<file path="config.mk">
export PLATFORM = sky130hd
export DESIGN_NAME = temp_alarm_controller_flat
export DESIGN_NICKNAME = d
export VERILOG_FILES = /design/src/rtl/temp_alarm_controller_if.sv /design/src/rtl/temp_alarm_controller.sv /design/src/flat_wrapper.sv
export SDC_FILE = /design/constraint.sdc
export NUM_CORES = 1
export LEC_CHECK = 0
export CAP_MARGIN = 10
export CORE_ASPECT_RATIO = 1.75
export CORE_MARGIN = 2
export CORE_UTILIZATION = 50
export CTS_BUF_LIST = sky130_fd_sc_hd__clkbuf_8 sky130_fd_sc_hd__clkbuf_16
export DETAILED_ROUTE_END_ITERATION = 8
export GPL_ROUTABILITY_DRIVEN = 0
export PLACE_DENSITY = 0.74
export SETUP_SLACK_MARGIN = 0.1
export SYNTH_ARGS = -nofsm -noshare
export SYNTH_HDL_FRONTEND = slang
export SYNTH_SLANG_ARGS = --single-unit
</file>
<file path="constraint.sdc">
create_clock -name clk -period 1.85 [get_ports clk]
set_input_delay 0.37 -clock clk [delete_from_list [all_inputs] [get_ports clk]]
set_output_delay 0.37 -clock clk [all_outputs]
set_load 0.05 [all_outputs]
</file>
<file path="src/rtl/temp_alarm_controller_if.sv">
// Signal bundle between the temperature detector side and the alarm controller.
interface temp_alarm_controller_if;
    logic       lowTempAbnormality;
    logic       highTempAbnormality;
    logic       alarmAck;
    logic       alarmActive;
    logic [1:0] alarmType;
    logic       alarmPending;
    logic [7:0] eventCount;

    modport master (
        output lowTempAbnormality, highTempAbnormality, alarmAck,
        input  alarmActive, alarmType, alarmPending, eventCount
    );

    modport slave (
        input  lowTempAbnormality, highTempAbnormality, alarmAck,
        output alarmActive, alarmType, alarmPending, eventCount
    );
endinterface

</file>
<file path="src/rtl/temp_alarm_controller.sv">
// Debounced temperature alarm with latched cause, acknowledged clear and event counter.
// Optional macro AUTO_CLEAR_EN: clear after the clean period without requiring an acknowledge.
module temp_alarm_controller #(
    parameter int DEBOUNCE_CYCLES = 4,
    parameter int CLEAR_CYCLES    = 8,
    parameter int CNT_W           = 4
) (
    input  logic                    clk,
    input  logic                    rst,
    temp_alarm_controller_if.slave  bus
);

    typedef enum logic [1:0] {
        ST_NORMAL  = 2'd0,
        ST_CONFIRM = 2'd1,
        ST_ALARM   = 2'd2,
        ST_RECOVER = 2'd3
    } state_e;

    function automatic logic [7:0] sat_inc8(input logic [7:0] v);
        return (v == 8'hFF) ? v : v + 8'd1;
    endfunction

    state_e           state_q, state_d;
    logic [CNT_W-1:0] cnt_q, cnt_d;
    logic [1:0]       type_acc_q, type_acc_d;
    logic [1:0]       alarm_type_q, alarm_type_d;
    logic             ack_seen_q, ack_seen_d;
    logic [7:0]       event_count_q, event_count_d;
    logic             alarm_active_q, alarm_active_d;
    logic             alarm_pending_q, alarm_pending_d;

    logic [1:0]       flags_s;
    logic             abn_s;
    logic [CNT_W-1:0] cnt_inc_s;
    logic             clear_ok_s;

    assign flags_s   = {bus.highTempAbnormality, bus.lowTempAbnormality};
    assign abn_s     = |flags_s;
    assign cnt_inc_s = (cnt_q >= CNT_W'(CLEAR_CYCLES)) ? cnt_q : cnt_q + CNT_W'(1);

    // The clear test looks at the count this edge produces, so the exit lands on the
    // CLEAR_CYCLES-th clean edge after the alarm condition went away.
`ifdef AUTO_CLEAR_EN
    assign clear_ok_s = (cnt_inc_s >= CNT_W'(CLEAR_CYCLES));
`else
    assign clear_ok_s = (cnt_inc_s >= CNT_W'(CLEAR_CYCLES)) && (ack_seen_q || bus.alarmAck);
`endif

    // Next-state and next-output computation
    always_comb begin
        state_d       = state_q;
        cnt_d         = cnt_q;
        type_acc_d    = type_acc_q;
        alarm_type_d  = alarm_type_q;
        ack_seen_d    = ack_seen_q;
        event_count_d = event_count_q;

        case (state_q)
            ST_NORMAL: begin
                if (abn_s) begin
                    state_d    = ST_CONFIRM;
                    cnt_d      = CNT_W'(1);
                    type_acc_d = flags_s;
                end else begin
                    cnt_d      = '0;
                    type_acc_d = 2'b00;
                end
            end
            ST_CONFIRM: begin
                if (!abn_s) begin
                    state_d    = ST_NORMAL;
                    cnt_d      = '0;
                    type_acc_d = 2'b00;
                end else if (cnt_q == CNT_W'(DEBOUNCE_CYCLES - 1)) begin
                    state_d       = ST_ALARM;
                    cnt_d         = '0;
                    alarm_type_d  = type_acc_q | flags_s;
                    type_acc_d    = 2'b00;
                    event_count_d = sat_inc8(event_count_q);
                end else begin
                    cnt_d      = cnt_q + CNT_W'(1);
                    type_acc_d = type_acc_q | flags_s;
                end
            end
            ST_ALARM: begin
                alarm_type_d = alarm_type_q | flags_s;
                if (bus.alarmAck) begin
                    ack_seen_d = 1'b1;
                end else begin
                    ack_seen_d = ack_seen_q;
                end
                if (!abn_s) begin
                    state_d = ST_RECOVER;
                    cnt_d   = CNT_W'(1);
                end else begin
                    state_d = ST_ALARM;
                end
            end
            ST_RECOVER: begin
                if (bus.alarmAck) begin
                    ack_seen_d = 1'b1;
                end else begin
                    ack_seen_d = ack_seen_q;
                end
                if (abn_s) begin
                    state_d      = ST_ALARM;
                    cnt_d        = '0;
                    alarm_type_d = alarm_type_q | flags_s;
                end else if (clear_ok_s) begin
                    state_d      = ST_NORMAL;
                    cnt_d        = '0;
                    alarm_type_d = 2'b00;
                    ack_seen_d   = 1'b0;
                end else begin
                    cnt_d = cnt_inc_s;
                end
            end
            default: begin
                state_d      = ST_NORMAL;
                cnt_d        = '0;
                type_acc_d   = 2'b00;
                alarm_type_d = 2'b00;
                ack_seen_d   = 1'b0;
            end
        endcase

        alarm_active_d  = (state_d == ST_ALARM) || (state_d == ST_RECOVER);
        alarm_pending_d = (state_d == ST_CONFIRM);
    end

    // State and output registers
    always_ff @(posedge clk or posedge rst) begin
        if (rst) begin
            state_q         <= ST_NORMAL;
            cnt_q           <= '0;
            type_acc_q      <= 2'b00;
            alarm_type_q    <= 2'b00;
            ack_seen_q      <= 1'b0;
            event_count_q   <= 8'd0;
            alarm_active_q  <= 1'b0;
            alarm_pending_q <= 1'b0;
        end else begin
            state_q         <= state_d;
            cnt_q           <= cnt_d;
            type_acc_q      <= type_acc_d;
            alarm_type_q    <= alarm_type_d;
            ack_seen_q      <= ack_seen_d;
            event_count_q   <= event_count_d;
            alarm_active_q  <= alarm_active_d;
            alarm_pending_q <= alarm_pending_d;
        end
    end

    assign bus.alarmActive  = alarm_active_q;
    assign bus.alarmType    = alarm_type_q;
    assign bus.alarmPending = alarm_pending_q;
    assign bus.eventCount   = event_count_q;

endmodule
</file>
<file path="src/flat_wrapper.sv">
// flat-port wrapper written by rule: the top's interface ports become plain ports
module temp_alarm_controller_flat 
#(
    parameter int DEBOUNCE_CYCLES = 4,
    parameter int CLEAR_CYCLES    = 8,
    parameter int CNT_W           = 4
)
  (clk, rst, bus_lowTempAbnormality, bus_highTempAbnormality, bus_alarmAck, bus_alarmActive, bus_alarmType, bus_alarmPending, bus_eventCount);
  temp_alarm_controller_if bus_i ();
  input  logic clk;
  input  logic rst;
  input wire logic [$bits(bus_i.lowTempAbnormality)-1:0] bus_lowTempAbnormality;
  input wire logic [$bits(bus_i.highTempAbnormality)-1:0] bus_highTempAbnormality;
  input wire logic [$bits(bus_i.alarmAck)-1:0] bus_alarmAck;
  output wire logic [$bits(bus_i.alarmActive)-1:0] bus_alarmActive;
  output wire logic [$bits(bus_i.alarmType)-1:0] bus_alarmType;
  output wire logic [$bits(bus_i.alarmPending)-1:0] bus_alarmPending;
  output wire logic [$bits(bus_i.eventCount)-1:0] bus_eventCount;
  assign bus_i.lowTempAbnormality = bus_lowTempAbnormality;
  assign bus_i.highTempAbnormality = bus_highTempAbnormality;
  assign bus_i.alarmAck = bus_alarmAck;
  assign bus_alarmActive = bus_i.alarmActive;
  assign bus_alarmType = bus_i.alarmType;
  assign bus_alarmPending = bus_i.alarmPending;
  assign bus_eventCount = bus_i.eventCount;
  temp_alarm_controller #(.DEBOUNCE_CYCLES(DEBOUNCE_CYCLES), .CLEAR_CYCLES(CLEAR_CYCLES), .CNT_W(CNT_W)) u_core (.clk(clk), .rst(rst), .bus(bus_i));
endmodule
</file>
# Word level (Yosys, flattened, before mapping)
# Index checks and enable logic that the tools add are counted.
[op_classes]
magnitude_cmp = 2
mul = 0
eq_ne = 12
shift = 0
div_mod_pow = 0
bitwise = 3
addsub = 2
reduce_logical = 10
n_mux = 28
[ops]
columns = ["cell", "n"]
rows = [
  ["2-to-1 mux 2 bit", 12],
  ["2-to-1 mux 4 bit", 6],
  ["case mux 4 bit (4 select lines)", 1],
  ["adder 8 x 1 -> 8 bit (second input constant)", 1],
  ["== test 2 bit (second input constant)", 4],
  ["== test 8 bit (second input constant)", 1],
  [">= comparator 4 bit (second input constant)", 2],
  ["case mux 2 bit (4 select lines)", 1],
  ["AND reduction 4 bit", 2],
  ["case mux 2 bit (3 select lines)", 1],
  ["2-to-1 mux 1 bit", 5],
  ["adder 4 x 1 -> 4 bit (second input constant)", 1],
  ["== test 2 x 1 -> 1 bit (second input constant)", 2],
  ["== test 4 x 2 -> 1 bit (second input constant)", 1],
  ["!= test 2 x 1 -> 1 bit (second input constant)", 2],
  ["OR 2 bit", 2],
  ["case mux 2 bit (2 select lines)", 1],
  ["nonzero test 2 bit", 2],
  ["!= test 3 x 1 -> 1 bit (second input constant)", 1],
  ["nonzero test 3 bit", 1],
  ["zero test 2 bit", 1],
  ["logical OR 1 bit", 2],
  ["!= test 2 bit (second input constant)", 1],
  ["case mux 1 bit (2 select lines)", 1],
  ["3 further kinds", 3],
]
[totals]
mem_bits_ro = 0
latch_bits = 0
ramBits = 0
ff_bits = 21
memories = 0

# Depth between registers and ports, before layout
[logic_depth]
word_depth = 9
depth_mapped = 5
ltp_nobuf = 5

# Worst setup path before layout
# OpenSTA, ideal clock, no wires.
[synth_path]
path_type = "reg-to-reg"
from = "reg u_core.event_count_q[0] (netlist: u_core.bus.eventCount[0])"
to = "reg u_core.event_count_q[1] (netlist: u_core.bus.eventCount[1])"
stages_incl_launch_ff = 5
t_required_ps = 1725
period_less_slack_ps = 1872
arrival_ps = 1747
path_slack_ps = -22
cell_sequence = "dfrtp_1 ha_1 nand3_1 o2111ai_4 mux2_2"
[synth_via]
elab_chain_len = 3
elab_cells_between_ends = 4
classes_between = "add/sub (1); eq/ne (1); bitwise (1); reduce/logical (1)"
[synth_rtl]
columns = ["element", "line_no", "text"]
rows = [
  ["start, declared", "temp_alarm_controller.sv:29", "logic [7:0] event_count_q, event_count_d;"],
  ["start signal, assigned", "temp_alarm_controller.sv:149", "event_count_q <= event_count_d;"],
  ["parallel branches: the longest is 3 deep, another holds adder 8 x 1 -> 8 bit", "-", ""],
]
# Parallel ways; which one is timed is not known.
# A chain may end at the register's enable or synchronous reset.

# Worst setup path after layout
[layout_path]
from = "reg u_core.cnt_q[1]"
to = "reg u_core.event_count_q[5] (netlist: u_core.bus.eventCount[5])"
[layout_via]
elab_chain_len = 2
[layout_rtl]
columns = ["element", "line_no", "text"]
rows = [
  ["start, declared", "temp_alarm_controller.sv:25", "logic [CNT_W-1:0] cnt_q, cnt_d;"],
  ["start signal, assigned", "temp_alarm_controller.sv:145", "cnt_q <= cnt_d;"],
  ["== test 4 x 2 -> 1 bit", "temp_alarm_controller.sv:75", "end else if (cnt_q == CNT_W'(DEBOUNCE_CYCLES - 1)) begin"],
  ["AND reduction 4 bit (no source line)", "-", ""],
]
# No other way between the ends.

==> impl_metrics.py <==
metrics = {
    "routing": {
        "remaining_drc_errors": 0,
        "ant_nets": 0,
        "drt_iter0_markers": 28,
        "drt_pass1_iterations": 4,
        "wire_per_inst_um": 15.38,
        "via_count": 1029,
        "postRouteWirelength_um": 2722,
        "vias_per_cell": 5.814,
    },
    "floorplanning": {
        "die_h_um": 67.99,
        "io_pins": 17,
        "die_x_um": 40.57,
        "row_count": 23,
        "die_area_mm2": 0.002758,
        "core_area_mm2": 0.002245,
        "initial_utilization_pct": 52.12,
    },
    "timing": {
        "fin_skew_ps": 2.641,
        "drv_slew": 0,
        "fin_crit_ps": 1595,
        "tightest_slew_ps": 497.4,
        "hold_viol_final": 0,
        "relSlewSlack_pct": 66.79,
        "min_period_over_period_pct": 86.23,
        "fin_setup_tns_ps": 0,
        "fmax_mhz": 626.9,
        "rsz0062_at_grt": "no",
        "setup_viol": 0,
    },
    "clock_tree": {
        "cts_tree": "done",
        "clk_latency_ps": 260,
        "path_clk_slew_ps": 70,
        "cts_inserted_buffers": 3,
        "htreeDepth": 1,
        "cts_buffer_depth": 2,
        "clkSinkCount": 21,
        "clockRootBuffer": "clkbuf_8",
        "hold_buffers": 0,
    },
    "cells_and_area": {
        "final.fill_count": 174,
        "regArea_um2": 531.8,
        "syn2layout_area_growth_pct": 29.20,
        "multi_input_area_um2": 615.6,
        "stdcell_count": 177,
        "finish.utilization_pct": 67.34,
        "nets": 161,
        "final_area_mm2": 0.001511,
        "diodes": 0,
        "drive_gt1_share_pct": 30.92,
    },
    "worst_setup_path": {
        "crit_family": "simple AND/OR/NAND/NOR gates",
        "crit-reg2reg-launch": "u_core.cnt_q[1]$_DFFE_PP0P_",
        "cp-startpoint": "u_core.cnt_q[1]$_DFFE_PP0P_",
        "reg2reg_depth": 5,
        "crit_arrival_ps": 1780,
        "end_kind": "flop",
        "critPathLaunchType": "flop",
        "critPathSlowestCell": "dfrtp_1",
        "path_max_fanout": 8,
        "path_buf_inv": 0,
        "worst-path-stages": 5,
        "path_cells": "ha_2 > nor3b_4 > o2111ai_4 > nor3_2 > xor2_1",
        "r2r_slack_ps": 250,
        "worstReg2RegEnd": "u_core.bus.eventCount[5]$_DFFE_PP0P_",
        "max_stage_delay_ps": 370,
        "crit_end": "u_core.bus.eventCount[5]$_DFFE_PP0P_",
        "critPathKind": "reg2reg",
        "crit_required_ps": 2030,
    },
    "logic_synthesis": {
        "synth_top_area_share_pct": 44.92,
        "ys_seq_area_share_pct": 44.92,
        "ys.flop_type": "dfrtp_1",
        "synthTopCellsByCount": "21 x dfrtp_1, 12 x nand2_1, 9 x nor2_1, 8 x o21ai_0, 7 x inv_1",
        "synthDistinctLibCells": 39,
        "yosys.area.top_type": "dfrtp_1",
        "syn_nets": 128,
        "synth_area_leaders": "dfrtp_1 45%, xor2_1 4.5%, nand2_1 3.9%",
        "synth_edf_count": 0,
        "netlist_area_mm2": 0.001170,
        "synthCells": 120,
        "ys_async_sr_fraction_pct": 100.0,
        "synth_warnings": 0,
        "synth.most_common_cell": "dfrtp_1",
        "avgSynthCellArea_um2": 9.749,
        "synth-seq-cells": 21,
    },
    "global_route": {
        "grt_first_pass_wirelength_um": 4388,
        "grt_max_degree": 22,
        "globalRouteTotalUtil_pct": 23.58,
        "grt_pass1_vias": 996,
        "antenna_found_initial": 0,
        "globalRouteOverflowTotal": 0,
    },
    "outcome": {
        "status": "finished clean",
    },
    "job": {
        "cap_violations": 0,
    },
    "power_and_ir_drop": {
        "vdd_drop_max_v": 0.0003067,
        "powerDensity_mw_per_mm2": 567.1,
        "leakagePower_nw": 0.6902,
    },
    "worst_hold_path": {
        "hold_path.class": "in2async",
    },
    "placement": {
        "placed_cell_area_mm2": 0.001428,
        "port_buffers": 16,
        "placed_cells": 171,
        "dp_hpwl_um": 2056,
    },
}
## worst reg2reg max path, stage by stage (launching register included)
cell,delay (ps)
dfrtp_1,370
ha_2,210
nor3b_4,300
o2111ai_4,260
nor3_2,230
xor2_1,150
## stage by stage
step                setup slack [ps]  power (W)  hold slack, ps
floorplan                      118.1  0.0005309           346.2
global placement              -85.43  0.0005634           478.1
detailed placement            -163.4  0.0005655           487.1
CTS                            101.9  0.0008628           438.0
global route                   114.4  0.0008975           499.1
finish                         254.8  0.0008572           431.1
## where the power goes
part | leakage, nW | internal (W) | switching [W]
Sequential | 0.254 | 0.000468 | 0.00000806
Combinational | 0.411 | 0.0000377 | 0.0000479
Clock | 0.0255 | 0.000150 | 0.000146
Total | 0.690 | 0.000655 | 0.000202
## cells by family after synthesis
group / count (synthesis) / share of synthesized area (%)
flops: 21 / 44.92
simple gates: 42 / 20.00
xor+xnor: 7 / 5.241
compound gates: 35 / 21.93
buf+inv: 11 / 3.744
mux: 1 / 0.9625
fa+ha+maj: 3 / 3.209
## layer usage
| layer | up-vias | track usage [%] | share of wire (%) |
|---|---|---|---|
| li1 | 504 | - | - |
| met1 | 491 | 24.95 | 38 |
| met2 | 26 | 39.68 | 56 |
| met3 | 8 | 3.571 | 2.6 |
| met4 | 0 | 16.67 | 3.3 |
| met5 | - | 0 | 0 |
## layout by cell type (no fill, tap or decap), types with 2 or more instances in the layout
master,n
dfrtp_1,16
nand2_1,12
o21ai_0,8
o21bai_1,2
a21boi_1,2
a31oi_1,4
clkdlybuf4s50_1,2
buf_4,27
nor4_1,2
xor2_1,6
clkbuf_8,3
ha_1,2
a21oi_1,5
inv_1,7
dfrtp_2,5
nor3_2,4
or3b_1,2
nor2_1,9
o2bb2ai_1,2
nand3_1,6
dlymetal6s2s_1,3
## how the worst min path moves through the flow
stage                                                     from                                    to  slack [ps]  cells after the start
after floorplan                                            rst         u_core.ack_seen_q$_DFFE_PP0N_         350                      1
after global placement    u_core.bus.eventCount[7]$_DFFE_PP0P_  u_core.bus.eventCount[7]$_DFFE_PP0P_         480                      1
after detailed placement  u_core.bus.eventCount[7]$_DFFE_PP0P_  u_core.bus.eventCount[7]$_DFFE_PP0P_         490                      1
after CTS                                                  rst  u_core.bus.eventCount[6]$_DFFE_PP0P_         440                      3
after global routing                                       rst           u_core.cnt_q[3]$_DFFE_PP0P_         500                      3
final                                                      rst  u_core.bus.eventCount[5]$_DFFE_PP0P_         430                      3
## cell type report
type / instances / share of cell area [%]
inverter: 7 / 1.738
clock buffer: 3 / 2.732
timing repair buffer: 32 / 17.22
sequential: 21 / 35.18
clock inverter: 1 / 0.3311
multi-input combinational: 88 / 40.73
tap: 25 / 2.070
## state kept, by name, summed over array words and instances (netlist names)
signal	flops
u_core.type_acc_q	2
u_core.cnt_q	4
u_core.bus.alarmActive	1
u_core.bus.alarmType	2
u_core.bus.alarmPending	1
u_core.bus.eventCount	8
u_core.ack_seen_q	1
u_core.state_q	2
## timing repair
| item | in CTS | in global routing |
|---|---|---|
| gates resized for setup | 1 | 5 |
| pin swaps | 1 | 1 |
| buffers inserted | 0 | 2 |
| setup endpoints to repair | 3 | 15 |
(Power assumes the default switching activity.)
